## config.mk

```make
export PLATFORM = sky130hd
export DESIGN_NAME = cic_dec_ctrl
export DESIGN_NICKNAME = d
export VERILOG_FILES = /design/src/rtl/cic_pkg.sv /design/src/rtl/cic_phase_cnt.sv /design/src/rtl/cic_dec_ctrl.sv
export SDC_FILE = /design/constraint.sdc
export NUM_CORES = 1
export LEC_CHECK = 0
export CORE_ASPECT_RATIO = 1.25
export CORE_MARGIN = 2
export CORE_UTILIZATION = 50
export CTS_CLUSTER_DIAMETER = 60
export DETAILED_ROUTE_END_ITERATION = 8
export GPL_ROUTABILITY_DRIVEN = 0
export HOLD_SLACK_MARGIN = 0.02
export PLACE_DENSITY = 0.77
export SLEW_MARGIN = 10
export SYNTH_ARGS = -nofsm -noshare
export SYNTH_HDL_FRONTEND = slang
export SYNTH_SLANG_ARGS = --single-unit
```

## constraint.sdc

```tcl
create_clock -name clk -period 2.9 [get_ports clk]
set_input_delay 0.58 -clock clk [delete_from_list [all_inputs] [get_ports clk]]
set_output_delay 0.58 -clock clk [all_outputs]
set_load 0.05 [all_outputs]
```

## src/rtl/cic_pkg.sv

```systemverilog
// Shared definitions for the CIC decimator and its sequencing controller.
package cic_pkg;

    localparam int DEC_WIDTH      = 4;
    localparam int MAX_DEC_FACTOR = 1 << DEC_WIDTH;

    typedef enum logic [1:0] {
        RUN,
        DRAIN,
        FLUSH,
        SETTLE
    } cic_ctrl_state_t;

    // Legal factors are the powers of two 1..MAX_DEC_FACTOR, i.e. one-hot values.
    function automatic logic is_legal_dec(input logic [DEC_WIDTH:0] f);
        return (f != '0)
            && ((f & (f - (DEC_WIDTH+1)'(1))) == '0)
            && (int'(f) <= MAX_DEC_FACTOR);
    endfunction

endpackage

```

## src/rtl/cic_phase_cnt.sv

```systemverilog
// Decimation phase counter; mirrors the CIC's internal sample counter.
module cic_phase_cnt #(
    parameter int W = 5
) (
    input  logic         clk,
    input  logic         rst,
    input  logic         en,
    input  logic         clr,
    input  logic [W-1:0] modulus,
    output logic [W-1:0] phase,
    output logic         wrap
);

    logic last;

    assign last = (phase == modulus - W'(1));
    assign wrap = en & last;

    always_ff @(posedge clk) begin
        if (rst || clr) begin
            phase <= '0;
        end else if (en) begin
            phase <= last ? '0 : phase + W'(1);
        end
    end

endmodule

```

## src/rtl/cic_dec_ctrl.sv

```systemverilog
// CIC decimator sequencing controller: frame-aligned factor changes,
// filter flush and comb-transient masking.
module cic_dec_ctrl #(
    parameter int DEC_WIDTH    = cic_pkg::DEC_WIDTH,
    parameter int Q            = 1,
    parameter int N            = 1,
    parameter int DEF_DEC      = 1,
    parameter int FLUSH_CYCLES = 2
) (
    input  logic                 clk,
    input  logic                 rst,
    input  logic                 cfg_valid,
    output logic                 cfg_ready,
    input  logic [DEC_WIDTH:0]   cfg_dec_factor,
    output logic                 cfg_err,
    output logic                 cfg_done,
    input  logic                 in_valid,
    output logic                 in_ready,
    output logic                 cic_valid_in,
    output logic                 cic_rst_n,
    output logic [DEC_WIDTH:0]   cur_dec_factor,
    input  logic                 cic_valid_out,
    input  logic                 cic_overflow,
    input  logic                 cic_underflow,
    output logic                 out_valid,
    input  logic                 status_clr,
    output logic                 ovf_sticky,
    output logic                 udf_sticky
);

    import cic_pkg::*;

    localparam int W  = DEC_WIDTH + 1;
    localparam int QN = Q * N;
    localparam int SW = $clog2(QN + 1);
    localparam int FW = (FLUSH_CYCLES > 1) ? $clog2(FLUSH_CYCLES) : 1;

    localparam logic [W-1:0]  DEF_FACTOR  = W'(DEF_DEC);
    localparam logic [FW-1:0] FLUSH_LAST  = FW'(FLUSH_CYCLES - 1);
    localparam logic [SW-1:0] SETTLE_LAST = SW'(QN - 1);

    cic_ctrl_state_t state;
    logic [FW-1:0]   flush_cnt;
    logic [SW-1:0]   settle_cnt;
    logic [W-1:0]    pending;
    logic [W-1:0]    phase;
    logic            wrap;
    logic            cfg_fire;
    logic            cfg_legal;
    logic            cfg_change;
    logic            enter_flush;
    logic            unmasked;

    assign in_ready     = (state != FLUSH);
    assign cfg_ready    = (state == RUN);
    assign cic_valid_in = in_valid & in_ready;
    assign unmasked     = (state != SETTLE) && (state != FLUSH);
    assign out_valid    = cic_valid_out & unmasked;

    assign cfg_fire    = cfg_valid & cfg_ready;
    assign cfg_legal   = is_legal_dec(cfg_dec_factor);
    assign cfg_change  = cfg_fire & cfg_legal & (cfg_dec_factor != cur_dec_factor);
    assign enter_flush = ((state == RUN) && cfg_change && (phase == '0))
                      || ((state == DRAIN) && wrap);

    cic_phase_cnt #(.W(W)) u_phase (
        .clk     (clk),
        .rst     (rst),
        .en      (cic_valid_in),
        .clr     (enter_flush),
        .modulus (cur_dec_factor),
        .phase   (phase),
        .wrap    (wrap)
    );

    always_ff @(posedge clk) begin
        if (rst) begin
            state          <= FLUSH;
            flush_cnt      <= '0;
            settle_cnt     <= '0;
            pending        <= DEF_FACTOR;
            cur_dec_factor <= DEF_FACTOR;
            cic_rst_n      <= 1'b0;
            cfg_err        <= 1'b0;
            cfg_done       <= 1'b0;
            ovf_sticky     <= 1'b0;
            udf_sticky     <= 1'b0;
        end else begin
            cfg_err    <= 1'b0;
            cfg_done   <= 1'b0;
            // A new flag event wins over a clear arriving in the same cycle.
            ovf_sticky <= (cic_valid_out & cic_overflow & unmasked) | (ovf_sticky & ~status_clr);
            udf_sticky <= (cic_valid_out & cic_underflow & unmasked) | (udf_sticky & ~status_clr);

            case (state)
                RUN: begin
                    if (cfg_fire) begin
                        if (!cfg_legal) begin
                            cfg_err <= 1'b1;
                        end else if (cfg_dec_factor == cur_dec_factor) begin
                            cfg_done <= 1'b1;
                        end else begin
                            pending <= cfg_dec_factor;
                            state   <= (phase == '0) ? FLUSH : DRAIN;
                        end
                    end
                end
                DRAIN: begin
                    if (wrap) state <= FLUSH;
                end
                FLUSH: begin
                    if (flush_cnt == FLUSH_LAST) begin
                        state      <= SETTLE;
                        cic_rst_n  <= 1'b1;
                        settle_cnt <= '0;
                    end else begin
                        flush_cnt <= flush_cnt + FW'(1);
                    end
                end
                SETTLE: begin
                    if (cic_valid_out) begin
                        if (settle_cnt == SETTLE_LAST) begin
                            state    <= RUN;
                            cfg_done <= 1'b1;
                        end else begin
                            settle_cnt <= settle_cnt + SW'(1);
                        end
                    end
                end
                default: state <= FLUSH;
            endcase

            // NOTE: non-blocking assignments take the last write in the block, so this
            // flush-entry update safely overrides anything the case statement scheduled.
            if (enter_flush) begin
                flush_cnt      <= '0;
                cic_rst_n      <= 1'b0;
                cur_dec_factor <= (state == DRAIN) ? pending : cfg_dec_factor;
            end
        end
    end

endmodule

```

After elaboration in Yosys (flattened, before gate mapping)

Cells that the tools add are included.

Register bits: 24
Bits of input ports: 13
Output and inout bits: 14
Word-level logic and storage cells: 93

$add $sub $neg: 5
Order comparisons: 1
Eq/ne operators: 15
Muxes and demuxes: 23
Bitwise operators: 19
Reduce and logical (&&, ||, !) cells: 19

Operators by type and width:

| cell                                                  | count |
|---|---|
| 2-to-1 mux 2 bit                                      | 8 |
| != test 2 bit, second input constant                  | 7 |
| AND 1 bit                                             | 12 |
| == test 5 bit                                         | 2 |
| zero test 5 bit                                       | 2 |
| 2-to-1 mux 1 bit                                      | 10 |
| 2-to-1 mux 5 bit                                      | 2 |
| subtractor 5 x 1 -> 5 bit, second input constant      | 2 |
| case mux 2 bit (4 select lines)                       | 1 |
| AND reduction 7 bit                                   | 1 |
| logical AND 1 bit                                     | 6 |
| adder 5 x 1 -> 5 bit, second input constant           | 1 |
| AND 5 bit                                             | 1 |
| less-or-equal comparator 5 bit, second input constant | 1 |
| != test 5 bit                                         | 1 |
| nonzero test 5 bit                                    | 1 |
| == test 2 bit, second input constant                  | 2 |
| != test 2 x 1 -> 1 bit, second input constant         | 2 |
| NOT 1 bit                                             | 4 |
| case mux 1 bit (2 select lines)                       | 2 |
| AND reduction 4 bit                                   | 1 |
| AND reduction 3 bit                                   | 1 |
| OR reduction 3 bit                                    | 1 |
| adder 1 bit, second input constant                    | 2 |
| other kinds (7)                                       | 9 |

Depth between registers and ports, before layout

Depth in word-level cells: 11
Mapped depth: 10
Mapped depth without buffers: 8

By module

Synthesis repeated with hierarchy kept, for this count alone.

Cells, all modules: 162
Area, all modules: 1405.1 um2

By module, submodules not included:

| module        | times used | cells each | area each (um2) | sequential area each (um2) |
|---|---|---|---|---|
| cic_dec_ctrl  | 1          | 117        | 1044.8          | 360.3 |
| cic_phase_cnt | 1          | 45         | 360.3           | 100.1 |

Least setup slack after synthesis

OpenSTA, ideal clock, no wires.

Path type: flip-flop to output port
Start: register state[0]
End: output port out_valid
Data arrival time: 1.946 ns
Required time: 2.320 ns
Setup slack: 0.374 ns
Cell stages (with the launch flop): 4
Buffers on the path: 0
Cell sequence: dfxtp_1 inv_1 ha_1 nor3b_1

Word-level cells in the longest chain between the ends: 3
Elaborated cells on any way between the ends: 4
Those cells by class: eq/ne: 2; bitwise: 1; reduce/logical: 1

RTL lines:

| what                   | line                | text |
|---|---|---|
| from (decl)            | cic_dec_ctrl.sv:42  | `cic_ctrl_state_t state;` |
| from (signal assigned) | cic_dec_ctrl.sv:104 | `state <= (phase == '0) ? FLUSH : DRAIN;` |
| != test 2 bit          | cic_dec_ctrl.sv:57  | `assign unmasked = (state != SETTLE) && (state != FLUSH);` |
| logical AND 1 bit *    | cic_dec_ctrl.sv:57  |  |
| AND 1 bit *            | cic_dec_ctrl.sv:58  | `assign out_valid = cic_valid_out & unmasked;` |
| to (decl)              | cic_dec_ctrl.sv:25  | `output logic out_valid,` |

Mark *: on every way between the ends. The rest lies on a longest branch, timed or not.

Final worst setup path

Start: register state[0]
End: output port in_ready

Word-level cells in the longest chain between the ends: 1

RTL lines:

| what          | line               | text |
|---|---|---|
| != test 2 bit | cic_dec_ctrl.sv:54 | `assign in_ready = (state != FLUSH);` |
| to (decl)     | cic_dec_ctrl.sv:18 | `output logic in_ready,` |

No other way between the ends.

==> run_results.csv <==
group,metric,value,unit
sta,hold_viol_final,0,
final_layout,drive_above_1_share,10.5,%
synth,synth-seq-cells,23,
worst_setup_path,endpoint,"in_ready",
global_routing,grt_pass1_vias,1148,
worst_setup_path,crit_cells,4,
worst_setup_path,crit_required,2.32,ns
floorplanning,die_h,63.1,um
detailed_routing,via_per_inst,5.51,
final_layout,syn2layout_area_growth,22.2,%
sta,tightest_slew,0.597,ns
sta,finalCritPeriodShare,89.2,%
floorplanning,dieArea,3240,sq um
sta,fin_skew,0.00648,ns
synth,yosys.area.top_type,"dfxtp_1",
synth,ys_seq_area_share,32.9,%
global_routing,antenna_found_initial,0,
cts,clock_latency,0.31,ns
detailed_routing,wl_per_cell,13.6,um
cts,tritoncts,"done",
placement,dp_hpwl,2300,um
worst_setup_path,crit_path_start,"state[0]$_SDFFE_PP0P_",
synth,synth_top_area_share,32.9,%
worst_setup_path,slowest_delay,0.80,ns
synth,synth_warnings,0,
final_layout,final_core_util,63.8,%
worst_setup_path,r2r_end,"cur_dec_factor[0]$_SDFFE_PP1P_",
detailed_routing,num_vias,1184,
cts,postCtsHoldBufs,0,
sta,finalSetupTns,0,ns
cts,cts.reportedPaths.clkPinSlew,0.13,ns
worst_setup_path,arrival,2.01,ns
power_and_ir_drop,vdd_drop_max,0.372,mV
global_routing,grt_first_pass_wirelength,5040,um
worst_setup_path,crit_top_cell,"inv_1",
detailed_routing,drt_iter0_markers,39,
worst_setup_path,r2r_setup_slack,0.79,ns
sta,post-route-min-period,2.59,ns
cts,postCtsSetupRepairBufs,0,
power_and_ir_drop,p_total,1080,uW
min_path,hp-class,"reg -> reg",
cts,ctsHtreeMaxLevel,1,
min_path,hold_depth,2,
sta,fmax,386,MHz
worst_setup_path,critPathKind,"reg -> out",
sta,setup_violations,0,
sta,relSlewSlack,60.1,%
cts,cts_root_buffer,"clkbuf_4",
worst_setup_path,crit_chain,"inv_1 > ha_1 > inv_1 > clkdlybuf4s50_1",
synth,ys_top_cells_by_area,"dfxtp_1, mux2i_1, ha_1, xor2_1, nor2_1",
worst_setup_path,cp-end-kind,"output pin",
detailed_routing,postRouteAntennaNets,0,
cts,cts-resized-gates,0,
detailed_routing,drc,0,
final_layout,multi_input_area,842,sq um
synth,synth_fp_nets,177,
power_and_ir_drop,total_leakage_power,0.000663,uW
final_layout,n_antenna_cell,0,
flow_run,cap_violations,0,
placement,placed_area,1680,sq um
cts,numClockSinks,23,
worst_setup_path,start_kind,"register",
global_routing,grt_max_degree,14,
global_routing,grt-ovfl-total,0,
worst_setup_path,crit_fanout,6,
detailed_routing,routed_wl,2930,um
cts,cts_buffer_depth,2,
global_routing,track_usage,20.1,%
sta,maxSlewViolCount,0,
final_layout,regArea,460,sq um
worst_setup_path,worstReg2RegStart,"cur_dec_factor[0]$_SDFFE_PP1P_",
synth,netlist-cell-type-count,37,
worst_setup_path,r2r_cells,9,
cts,numCtsBuffers,3,
worst_setup_path,cp_num_buf_inv,3,
floorplanning,io_pins,27,
power_and_ir_drop,power_density,631,nW/um^2
floorplanning,rows,21,
floorplanning,initial_utilization,52.2,%
synth,synthCells,157,
synth,syn_area_per_cell,8.91,sq um
floorplanning,coreArea,2680,sq um
outcome,status,"finished clean",
sta,rsz0062_at_grt,"false",
synth,syn_area,1400,sq um
final_layout,num-nets-final,202,
final_layout,fill_cells,247,
detailed_routing,first_pass_iters,4,
worst_setup_path,crit_slowest_cell,"clkdlybuf4s50_1",
placement,io_buffers,26,
floorplanning,die_w,51.3,um
worst_setup_path,path_delay_family,"buffers and inverters",
final_layout,design_area,1710,sq um
[registers in the layout, summed over array words and instances (netlist names)]
signal,flops
cic_rst_n,1
pending,5
udf_sticky,1
flush_cnt,1
cur_dec_factor,5
ovf_sticky,1
cfg_err,1
state,2
cfg_done,1
u_phase.phase,5
[cell usage in the layout, fill, tap and decap left out, types with 2 or more instances in the layout]
cell type        count
a21oi_1              8
buf_12               2
buf_4                3
clkbuf_4             3
clkdlybuf4s50_1     24
dfxtp_1             23
ha_1                 7
inv_1                8
mux2i_1             11
nand2_1              4
nand2b_1             3
nand3_1              2
nand4_1              2
nor2_1              20
nor2b_1              3
nor3_1              10
nor3_2               5
nor3b_1              4
o2111ai_1            2
o21a_1               4
o21ai_0              2
or3_1                3
xnor2_1              6
xor2_1               9
[synth_stat cells (all sizes together)]
cell     instances
ha               7
nor2b            3
a21boi           1
clkbuf           2
o311ai           1
nor2            20
inv              8
o21a             4
nand2            4
a21oi            8
o311a            1
a21o             1
xnor2            6
nand3b           1
a31o             1
nand4            3
nor3b            4
mux2i           11
and4b            1
a211o            1
nand2b           3
buf              7
o221ai           1
nor4b            1
nand3            2
o2111ai          2
o21ai            2
clkinv           1
xor2             9
nor3            15
or3              3
dfxtp           23
[where the power goes]
part	switching [uW]	internal [uW]	leakage, uW
registers	35.5	351	0.000187
clock network	98.8	51.5	0.0000177
logic	319	223	0.000459
total	453	626	0.000663
[cell families (layout without fill, tap and decap cells)]
group                      count (synthesis)  after routing  share of synthesized area, %
xor gates and xnor gates                  15             15                          9.39
AOI/OAI and AO/OA                         23             23                          12.3
buffers and inverters                     18             42                          6.89
adders and majority gates                  7              7                          6.26
DFF                                       23             23                          32.9
muxes                                     11             11                          7.87
and+or+nand+nor                           60             60                          24.4
[worst register-to-register path: cells and delay by family (launching register included)]
| kind | cells | cell delay [ns] |
|---|---|---|
| buf+inv | 2 | 0.28 |
| simple gates | 1 | 0.21 |
| xor+xnor | 1 | 0.14 |
| fa+ha+maj | 1 | 0.31 |
| compound gates | 4 | 0.59 |
| flops | 1 | 0.49 |
[how the worst min path moves through the flow]
stage	slack, ns	startpoint	endpoint
2_1_floorplan	0.44	pending[0]$_SDFFE_PP1P_	pending[0]$_SDFFE_PP1P_
3_3_place_gp	0.45	cic_rst_n$_SDFFE_PP0P_	cic_rst_n$_SDFFE_PP0P_
3_5_place_dp	0.46	cic_rst_n$_SDFFE_PP0P_	cic_rst_n$_SDFFE_PP0P_
4_1_cts	0.49	cic_rst_n$_SDFFE_PP0P_	cic_rst_n$_SDFFE_PP0P_
5_1_grt	0.54	pending[0]$_SDFFE_PP1P_	pending[0]$_SDFFE_PP1P_
6_report	0.48	cic_rst_n$_SDFFE_PP0P_	cic_rst_n$_SDFFE_PP0P_
[cell type report]
cell class              count  share of cell area [%]
multi-input cells         116                    49.3
clock buffers               3                    1.32
repair buffers             29                    17.7
inverters                   9                    1.98
clock inverters             1                   0.293
flip-flops and latches     23                    26.9
well taps                  34                    2.49
[layer usage]
metal / GRT usage (%) / vias to the layer above / wire, um / part of all wire [%]
li1: - / 592 / - / -
met1: 24.9 / 575 / 1330 / 45
met2: 34.4 / 15 / 1510 / 51
met3: 3.55 / 2 / 70 / 2.4
met4: 6.91 / 0 / 24 / 0.82
met5: 0 / - / 0 / 0
[per-stage QoR]
step                      hold WS [ns]  instances  worst slack, ns
final                            0.483        215            0.312
after global routing             0.542        215            0.180
after CTS                        0.490        215            0.298
after detailed placement         0.456        211            0.242
after global placement           0.450        211            0.325
after floorplan                  0.435        157            0.374
Power figures use the tool's default switching activity.
